$ cat src/rtl/load_store_unit_if.sv
// Bus bundles for the load/store unit.
// lsu_core_if : pipeline-side access request and load result.
// lsu_mem_if  : word-addressed data-memory request/grant/response bus.
// The LSU connects through core_if.slave and mem_if.master.

interface lsu_core_if;
  logic        req_valid_i;
  logic        we_i;
  logic [2:0]  funct3_i;
  logic [31:0] addr_i;
  logic [31:0] wdata_i;
  logic        busy_o;
  logic        done_o;
  logic [31:0] rdata_o;
  logic        misalign_o;

  modport master (
    output req_valid_i, we_i, funct3_i, addr_i, wdata_i,
    input  busy_o, done_o, rdata_o, misalign_o
  );

  modport slave (
    input  req_valid_i, we_i, funct3_i, addr_i, wdata_i,
    output busy_o, done_o, rdata_o, misalign_o
  );
endinterface

interface lsu_mem_if;
  logic        mem_req_o;
  logic        mem_gnt_i;
  logic        mem_we_o;
  logic [31:0] mem_addr_o;
  logic [3:0]  mem_be_o;
  logic [31:0] mem_wdata_o;
  logic        mem_rvalid_i;
  logic [31:0] mem_rdata_i;

  modport master (
    output mem_req_o, mem_we_o, mem_addr_o, mem_be_o, mem_wdata_o,
    input  mem_gnt_i, mem_rvalid_i, mem_rdata_i
  );

  modport slave (
    input  mem_req_o, mem_we_o, mem_addr_o, mem_be_o, mem_wdata_o,
    output mem_gnt_i, mem_rvalid_i, mem_rdata_i
  );
endinterface

$ cat src/rtl/load_store_unit.sv
// RV32I load/store unit: one access at a time, byte-lane steering for
// stores, lane extraction plus sign/zero extension for loads.
// Optional feature macro LSU_MISALIGN_TRAP_EN: misaligned halfword/word
// accesses complete immediately with misalign_o instead of touching memory.
// Without it, address bits below the access size are ignored.
//
// state | meaning
// IDLE  | waiting for req_valid_i, request fields captured on accept
// REQ   | mem_req_o held with stable fields until mem_gnt_i (skipped to DONE
//       | with no request when funct3 is invalid)
// WAIT  | load granted, waiting for mem_rvalid_i
// DONE  | one-cycle done_o pulse, then back to IDLE

module load_store_unit (
  input  logic      clk_i,
  input  logic      rstn_i,
  lsu_core_if.slave core_bus,
  lsu_mem_if.master mem_bus
);

  typedef enum logic [1:0] {S_IDLE, S_REQ, S_WAIT, S_DONE} state_t;

  state_t      r_state;
  state_t      w_state_nxt;

  logic        r_we;
  logic [2:0]  r_funct3;
  logic [31:0] r_addr;
  logic [3:0]  r_be;
  logic [31:0] r_wdata;
  logic        r_valid;
  logic [31:0] r_rdata;

  logic        w_capture;
  logic        w_valid;
  logic        w_misalign;
  logic [3:0]  w_be;
  logic [31:0] w_wdata;
  logic        w_mem_req;
  logic [7:0]  w_byte;
  logic [15:0] w_half;
  logic [31:0] w_load;

  assign w_capture = (r_state == S_IDLE) && core_bus.req_valid_i;

  // Decode the incoming request: legality, lane enables, replicated data.
  always_comb begin
    w_valid = 1'b0;
    w_be    = 4'b1111;
    w_wdata = core_bus.wdata_i;
    case (core_bus.funct3_i)
      3'b000, 3'b001, 3'b010: w_valid = 1'b1;
      3'b100, 3'b101:         w_valid = !core_bus.we_i;
      default:                w_valid = 1'b0;
    endcase
    case (core_bus.funct3_i[1:0])
      2'b00: begin
        w_be    = 4'b0001 << core_bus.addr_i[1:0];
        w_wdata = {4{core_bus.wdata_i[7:0]}};
      end
      2'b01: begin
        w_be    = core_bus.addr_i[1] ? 4'b1100 : 4'b0011;
        w_wdata = {2{core_bus.wdata_i[15:0]}};
      end
      default: begin
        w_be    = 4'b1111;
        w_wdata = core_bus.wdata_i;
      end
    endcase
`ifdef LSU_MISALIGN_TRAP_EN
    w_misalign = w_valid &&
                 (((core_bus.funct3_i[1:0] == 2'b01) && core_bus.addr_i[0]) ||
                  ((core_bus.funct3_i[1:0] == 2'b10) && (core_bus.addr_i[1:0] != 2'b00)));
`else
    w_misalign = 1'b0;
`endif
  end

  // State register.
  always_ff @(posedge clk_i or negedge rstn_i) begin
    if (!rstn_i) r_state <= S_IDLE;
    else         r_state <= w_state_nxt;
  end

  // Next-state logic and memory request qualifier.
  always_comb begin
    w_state_nxt = r_state;
    w_mem_req   = 1'b0;
    case (r_state)
      S_IDLE: begin
        if (core_bus.req_valid_i) w_state_nxt = w_misalign ? S_DONE : S_REQ;
      end
      S_REQ: begin
        w_mem_req = r_valid;
        if (!r_valid)                  w_state_nxt = S_DONE;
        else if (mem_bus.mem_gnt_i)    w_state_nxt = r_we ? S_DONE : S_WAIT;
      end
      S_WAIT: begin
        if (mem_bus.mem_rvalid_i) w_state_nxt = S_DONE;
      end
      S_DONE: w_state_nxt = S_IDLE;
      default: w_state_nxt = S_IDLE;
    endcase
  end

  // Hold the accepted request so the bus fields stay stable until grant.
  always_ff @(posedge clk_i or negedge rstn_i) begin
    if (!rstn_i) begin
      r_we     <= 1'b0;
      r_funct3 <= 3'b000;
      r_addr   <= '0;
      r_be     <= '0;
      r_wdata  <= '0;
      r_valid  <= 1'b0;
    end else if (w_capture) begin
      r_we     <= core_bus.we_i;
      r_funct3 <= core_bus.funct3_i;
      r_addr   <= core_bus.addr_i;
      r_be     <= w_be;
      r_wdata  <= w_wdata;
      r_valid  <= w_valid;
    end
  end

  // Extract the addressed lane and extend it according to funct3.
  always_comb begin
    w_byte = mem_bus.mem_rdata_i[7:0];
    case (r_addr[1:0])
      2'b00: w_byte = mem_bus.mem_rdata_i[7:0];
      2'b01: w_byte = mem_bus.mem_rdata_i[15:8];
      2'b10: w_byte = mem_bus.mem_rdata_i[23:16];
      2'b11: w_byte = mem_bus.mem_rdata_i[31:24];
      default: w_byte = mem_bus.mem_rdata_i[7:0];
    endcase
    w_half = r_addr[1] ? mem_bus.mem_rdata_i[31:16] : mem_bus.mem_rdata_i[15:0];
    case (r_funct3)
      3'b000:  w_load = {{24{w_byte[7]}}, w_byte};
      3'b001:  w_load = {{16{w_half[15]}}, w_half};
      3'b100:  w_load = {24'h0, w_byte};
      3'b101:  w_load = {16'h0, w_half};
      default: w_load = mem_bus.mem_rdata_i;
    endcase
  end

  // Load result register: only a completing load updates it.
  always_ff @(posedge clk_i or negedge rstn_i) begin
    if (!rstn_i)                                          r_rdata <= '0;
    else if ((r_state == S_WAIT) && mem_bus.mem_rvalid_i) r_rdata <= w_load;
  end

`ifdef LSU_MISALIGN_TRAP_EN
  logic r_misalign;

  // Remember whether the accepted request trapped, for the DONE flag.
  always_ff @(posedge clk_i or negedge rstn_i) begin
    if (!rstn_i)        r_misalign <= 1'b0;
    else if (w_capture) r_misalign <= w_misalign;
  end

  assign core_bus.misalign_o = (r_state == S_DONE) && r_misalign;
`else
  assign core_bus.misalign_o = 1'b0;
`endif

  assign core_bus.busy_o      = (r_state != S_IDLE);
  assign core_bus.done_o      = (r_state == S_DONE);
  assign core_bus.rdata_o     = r_rdata;

  assign mem_bus.mem_req_o    = w_mem_req;
  assign mem_bus.mem_we_o     = w_mem_req && r_we;
  assign mem_bus.mem_addr_o   = w_mem_req ? {r_addr[31:2], 2'b00} : 32'h0;
  assign mem_bus.mem_be_o     = w_mem_req ? r_be : 4'b0000;
  assign mem_bus.mem_wdata_o  = w_mem_req ? r_wdata : 32'h0;

endmodule
$ cat src/flat_wrapper.sv
// flat-port wrapper written by rule: the top's interface ports become plain ports
module load_store_unit_flat 
  (clk_i, rstn_i, core_bus_req_valid_i, core_bus_we_i, core_bus_funct3_i, core_bus_addr_i, core_bus_wdata_i, core_bus_busy_o, core_bus_done_o, core_bus_rdata_o, core_bus_misalign_o, mem_bus_mem_req_o, mem_bus_mem_we_o, mem_bus_mem_addr_o, mem_bus_mem_be_o, mem_bus_mem_wdata_o, mem_bus_mem_gnt_i, mem_bus_mem_rvalid_i, mem_bus_mem_rdata_i);
  lsu_core_if core_bus_i ();
  lsu_mem_if mem_bus_i ();
  input  logic clk_i;
  input  logic rstn_i;
  input wire logic [$bits(core_bus_i.req_valid_i)-1:0] core_bus_req_valid_i;
  input wire logic [$bits(core_bus_i.we_i)-1:0] core_bus_we_i;
  input wire logic [$bits(core_bus_i.funct3_i)-1:0] core_bus_funct3_i;
  input wire logic [$bits(core_bus_i.addr_i)-1:0] core_bus_addr_i;
  input wire logic [$bits(core_bus_i.wdata_i)-1:0] core_bus_wdata_i;
  output wire logic [$bits(core_bus_i.busy_o)-1:0] core_bus_busy_o;
  output wire logic [$bits(core_bus_i.done_o)-1:0] core_bus_done_o;
  output wire logic [$bits(core_bus_i.rdata_o)-1:0] core_bus_rdata_o;
  output wire logic [$bits(core_bus_i.misalign_o)-1:0] core_bus_misalign_o;
  output wire logic [$bits(mem_bus_i.mem_req_o)-1:0] mem_bus_mem_req_o;
  output wire logic [$bits(mem_bus_i.mem_we_o)-1:0] mem_bus_mem_we_o;
  output wire logic [$bits(mem_bus_i.mem_addr_o)-1:0] mem_bus_mem_addr_o;
  output wire logic [$bits(mem_bus_i.mem_be_o)-1:0] mem_bus_mem_be_o;
  output wire logic [$bits(mem_bus_i.mem_wdata_o)-1:0] mem_bus_mem_wdata_o;
  input wire logic [$bits(mem_bus_i.mem_gnt_i)-1:0] mem_bus_mem_gnt_i;
  input wire logic [$bits(mem_bus_i.mem_rvalid_i)-1:0] mem_bus_mem_rvalid_i;
  input wire logic [$bits(mem_bus_i.mem_rdata_i)-1:0] mem_bus_mem_rdata_i;
  assign core_bus_i.req_valid_i = core_bus_req_valid_i;
  assign core_bus_i.we_i = core_bus_we_i;
  assign core_bus_i.funct3_i = core_bus_funct3_i;
  assign core_bus_i.addr_i = core_bus_addr_i;
  assign core_bus_i.wdata_i = core_bus_wdata_i;
  assign core_bus_busy_o = core_bus_i.busy_o;
  assign core_bus_done_o = core_bus_i.done_o;
  assign core_bus_rdata_o = core_bus_i.rdata_o;
  assign core_bus_misalign_o = core_bus_i.misalign_o;
  assign mem_bus_mem_req_o = mem_bus_i.mem_req_o;
  assign mem_bus_mem_we_o = mem_bus_i.mem_we_o;
  assign mem_bus_mem_addr_o = mem_bus_i.mem_addr_o;
  assign mem_bus_mem_be_o = mem_bus_i.mem_be_o;
  assign mem_bus_mem_wdata_o = mem_bus_i.mem_wdata_o;
  assign mem_bus_i.mem_gnt_i = mem_bus_mem_gnt_i;
  assign mem_bus_i.mem_rvalid_i = mem_bus_mem_rvalid_i;
  assign mem_bus_i.mem_rdata_i = mem_bus_mem_rdata_i;
  load_store_unit u_core (.clk_i(clk_i), .rstn_i(rstn_i), .core_bus(core_bus_i), .mem_bus(mem_bus_i));
endmodule
$ cat config.mk
export PLATFORM = sky130hd
export DESIGN_NAME = load_store_unit_flat
export DESIGN_NICKNAME = d
export VERILOG_FILES = /design/src/rtl/load_store_unit_if.sv /design/src/rtl/load_store_unit.sv /design/src/flat_wrapper.sv
export SDC_FILE = /design/constraint.sdc
export NUM_CORES = 1
export LEC_CHECK = 0
export BUFFER_PORTS_ARGS = -buffer_cell sky130_fd_sc_hd__buf_2
export CAP_MARGIN = 20
export CORE_MARGIN = 4
export CORE_UTILIZATION = 40
export DETAILED_ROUTE_END_ITERATION = 10
export PLACE_DENSITY = 0.67
export SLEW_MARGIN = 10
export SYNTH_ARGS = -nofsm -noshare
export SYNTH_HDL_FRONTEND = slang
export SYNTH_SLANG_ARGS = --single-unit
$ cat constraint.sdc
create_clock -name clk_i -period 2.03 [get_ports clk_i]
set_clock_uncertainty 0.2 [all_clocks]
set_input_delay 0.1015 -clock clk_i [delete_from_list [all_inputs] [get_ports clk_i]]
set_output_delay 0.1015 -clock clk_i [all_outputs]
set_load 0.01 [all_outputs]
==> flow_summary_export.csv <==
group,metric,value,unit
status,status,"finished, final reports clean",
sta,fin_crit_sh,0.9442,
drt,antenna_left,0,
logic_synthesis,ys_types,36,
logic_synthesis,ys_seq_area_frac,0.4855,
logic_synthesis,synthAdderAreaFrac,0.01134,
grt,gr-usage-met1,0.2786,
logic_synthesis,yosys.area_share.simple,0.1965,
grt,grt_max_degree,69,
worst_setup_path,worst_setup_path_end_kind,"output pin",
floorplan,die-area,15730,um2
logic_synthesis,yosys-top-cells-area,"dfrtp_1, mux2_2, and3_1",
clocking,h-tree-depth,3,
worst_setup_path,reg2reg_from,"u_core.r_state[0]$_DFFE_PN0P_",
logic_synthesis,synthFlopType,"dfrtp_1",
logic_synthesis,yosysWarningCount,0,
floorplan,io_pins,210,
logic_synthesis,synthMuxAreaShare,0.1640,
worst_setup_path,cp_top_family,"flip-flops",
placement,dp.cells,905,
pwr,p_leak,0.004286,uW
pwr,vdd_ir_drop_max,0.8878,mV
grt,busiest_layer,"met2",
worst_setup_path,critical_path.max_stage_delay,0.44,ns
logic_synthesis,synth_compound_area_frac,0.09324,
logic_synthesis,async_flop_share,1.000,
logic_synthesis,yosysTopAreaCell,"dfrtp_1",
grt,grt_pass1_wl,29.79,mm
sta,holdWs,0.05213,ns
sta,setup_ws,0.1133,ns
logic_synthesis,synthCells,553,
layout,syn_to_final_growth,47.55,%
sta,finalCriticalPeriod,1.917,ns
pwr,p_per_area,1229,nW/um2
drt,totalWireLength,18.38,mm
sta,max_freq,521.7,MHz
logic_synthesis,synth_top_area_frac,0.4855,
worst_setup_path,rrSetupSlack,0.12,ns
worst_hold_path,holdPathEnd,"u_core.r_wdata[8]$_DFFE_PN0P_",
sta,slew_headroom,0.6237,
clocking,clk_pin_slew,0.07,ns
worst_setup_path,rr_worst_depth,5,
worst_setup_path,arrival,1.62,ns
worst_setup_path,cp_cell_sequence,"inv_2 -> ha_4 -> buf_12 -> and3_1 -> buf_2",
layout,fin_cells,1024,
logic_synthesis,synth-edff-count,0,
clocking,clock_path_buffers,2,
sta,tightest_slew,0.5639,ns
layout,antenna_cells,0,
worst_setup_path,cp-start-kind,"flop",
job,maxCapViolCount,0,
drt,drt_iter0_markers,327,
sta,report.final.slew_viol_count,0,
sta,setup_violations,0,
layout,final_layout_size_suffix_gt1_frac,0.3561,
drt,drtPass1Iterations,5,
logic_synthesis,synthesis.area,5515,um2
logic_synthesis,synth_top_family_by_area,"simple AND/OR/NAND/NOR gates",
worst_setup_path,cp_max_fo,29,
grt,grt_pass1_vias,5718,
placement,place_area,6754,um2
drt,wl_per_cell,17.95,um
worst_setup_path,regToRegEndpoint,"u_core.r_wdata[6]$_DFFE_PN0P_",
floorplan,rows,42,
clocking,cts_tree,"done",
drt,vias,5392,
logic_synthesis,synth_xor_xnor_area_share,0,
floorplan,design.core.area,13350,um2
grt,track_usage,0.2332,
floorplan,die_height,125.4,um
logic_synthesis,postSynthAreaPerCell,9.973,um2
clocking,root_buffer,"clkbuf_16",
worst_setup_path,crit_buf_inv,3,
logic_synthesis,yosysMostFrequentCell,"dfrtp_1",
floorplan,start_util,0.4132,
sta,final_hold_viol_count,0,
worst_setup_path,critical-path-slowest-cell,"dfrtp_2",
worst_setup_path,path_class,"flop to output pin",
drt,routed_via_density,5.266,
grt,overflow,0,
clocking,cts_setup_buffers,0,
floorplan,dieWidth,125.4,um
worst_setup_path,critical_path_required,1.73,ns
placement,hpwl,11.81,mm
placement,port_buffers,206,
clocking,cts_buffers,9,
worst_hold_path,min_path_type,"input port to flop",
grt,met2_usage,0.3933,
clocking,clock-sinks,107,
worst_hold_path,min_path_cells,4,
sta,rsz0062_at_grt,"false",
placement,gp_congestion,0.9475,
layout,fin_area,8138,um2
grt,met3_usage,0.06823,
grt,antenna_found_initial,0,
sta,tns,0,ns
layout,final_nets,954,
drt,route.detailed.drc,0,
logic_synthesis,synth-seq-cells,107,
worst_hold_path,worst_hold_startpoint,"core_bus_funct3_i[1]",
clocking,insertion_delay,0.35,ns
placement,place_ws,0.1403,ns
logic_synthesis,synthTopCellsByCount,"dfrtp_1, and3_1, nand2_1, mux2_2, o21ai_0",
-- sequential cells by signal, indices dropped and copies added, names as in the netlist --
name / flops
u_core.core_bus.rdata_o: 32
u_core.r_addr: 32
u_core.r_wdata: 32
u_core.r_be: 4
u_core.r_funct3: 3
u_core.r_state: 2
u_core.r_valid: 1
u_core.r_we: 1
-- worst min-delay path, delay by kind of cell --
| kind | cells | cell delay (ns) |
|---|---|---|
| AND/OR/NAND/NOR | 1 | 0.12 |
| buffers and inverters | 1 | 0.10 |
| AO/OA/AOI/OAI | 1 | 0.08 |
| multiplexers | 1 | 0.16 |
-- layout by cell type, fill, tap and decap left out, types with 2 or more instances in the layout --
| cell type | n |
|---|---|
| a21oi_1 | 29 |
| and3_1 | 65 |
| buf_12 | 6 |
| buf_2 | 205 |
| buf_4 | 13 |
| clkbuf_16 | 9 |
| clkbuf_8 | 2 |
| conb_1 | 3 |
| dfrtp_1 | 106 |
| dlygate4sd3_1 | 103 |
| ha_1 | 4 |
| inv_1 | 6 |
| inv_6 | 3 |
| mux2_2 | 51 |
| mux2i_1 | 33 |
| nand2_1 | 57 |
| nand2b_1 | 11 |
| nand3_1 | 31 |
| nand3b_1 | 8 |
| nor2_1 | 17 |
| nor2b_1 | 9 |
| nor3_1 | 2 |
| o21ai_0 | 46 |
| o21ai_1 | 7 |
| o31ai_1 | 2 |
-- worst max path at each step --
stage / end / cells after the start / slack, ns / startpoint
detailed placement: u_core.core_bus.rdata_o[18]$_DFFE_PN0P_ / 4 / 0.14 / u_core.r_addr[1]$_DFFE_PN0P_
CTS: mem_bus_mem_addr_o[27] / 5 / 0.03 / u_core.r_state[1]$_DFFE_PN0P_
global placement: u_core.r_wdata[5]$_DFFE_PN0P_ / 5 / 0.25 / u_core.r_state[0]$_DFFE_PN0P_
finish: mem_bus_mem_wdata_o[13] / 5 / 0.11 / u_core.r_state[1]$_DFFE_PN0P_
floorplan: u_core.r_addr[0]$_DFFE_PN0P_ / 6 / 0.22 / u_core.r_state[0]$_DFFE_PN0P_
global route: u_core.r_state[1]$_DFFE_PN0P_ / 5 / 0.006 / u_core.r_state[0]$_DFFE_PN0P_
-- logic make-up after synthesis --
kind of cell,after synthesis
simple gates,207
fa+ha+maj,5
other cells,1
mux,84
flops,107
compound gates,92
buf+inv,57
-- repair_timing --
item                                   in CTS  in global routing
resized for setup                           2                  3
hold buffers                              103                  0
endpoints found under the hold margin     189                  0
gates cloned                                1                  0
pin swaps                                   0                  0
setup endpoints to repair                   2                 28
-- layout make-up --
cell class	count	area [um2]
timing repair buffer	328	2302
sequential	107	2679
tap	176	220.2
fill	1088	5210
clock buffer	11	252.7
inverter	7	26.28
clock inverter	4	56.30
multi-input combinational	391	2601
-- layer usage --
layer  up-vias  wire (um)
met5         -          0
met2       260       8946
met4         0        673
met1      2569       7411
li1       2511          -
met3        52       1352
-- where the power goes --
| part | internal (uW) | total [uW] | leakage (uW) | switching, uW |
|---|---|---|---|---|
| Clock | 1030 | 1840 | 0.000153 | 811 |
| Sequential | 3160 | 3800 | 0.00130 | 636 |
| Combinational | 2020 | 4360 | 0.00284 | 2340 |
| Total | 6220 | 10000 | 0.00429 | 3780 |
-- metrics by stage --
stage | util | total power [uW]
floorplan | - | 6363
global placement | 0.5060 | 7680
detailed placement | 0.5060 | 7874
CTS | 0.6096 | 10020
global route | 0.6097 | 10700
finish | 0.6097 | 10000
No activity file was read; power rests on OpenSTA's default activity.
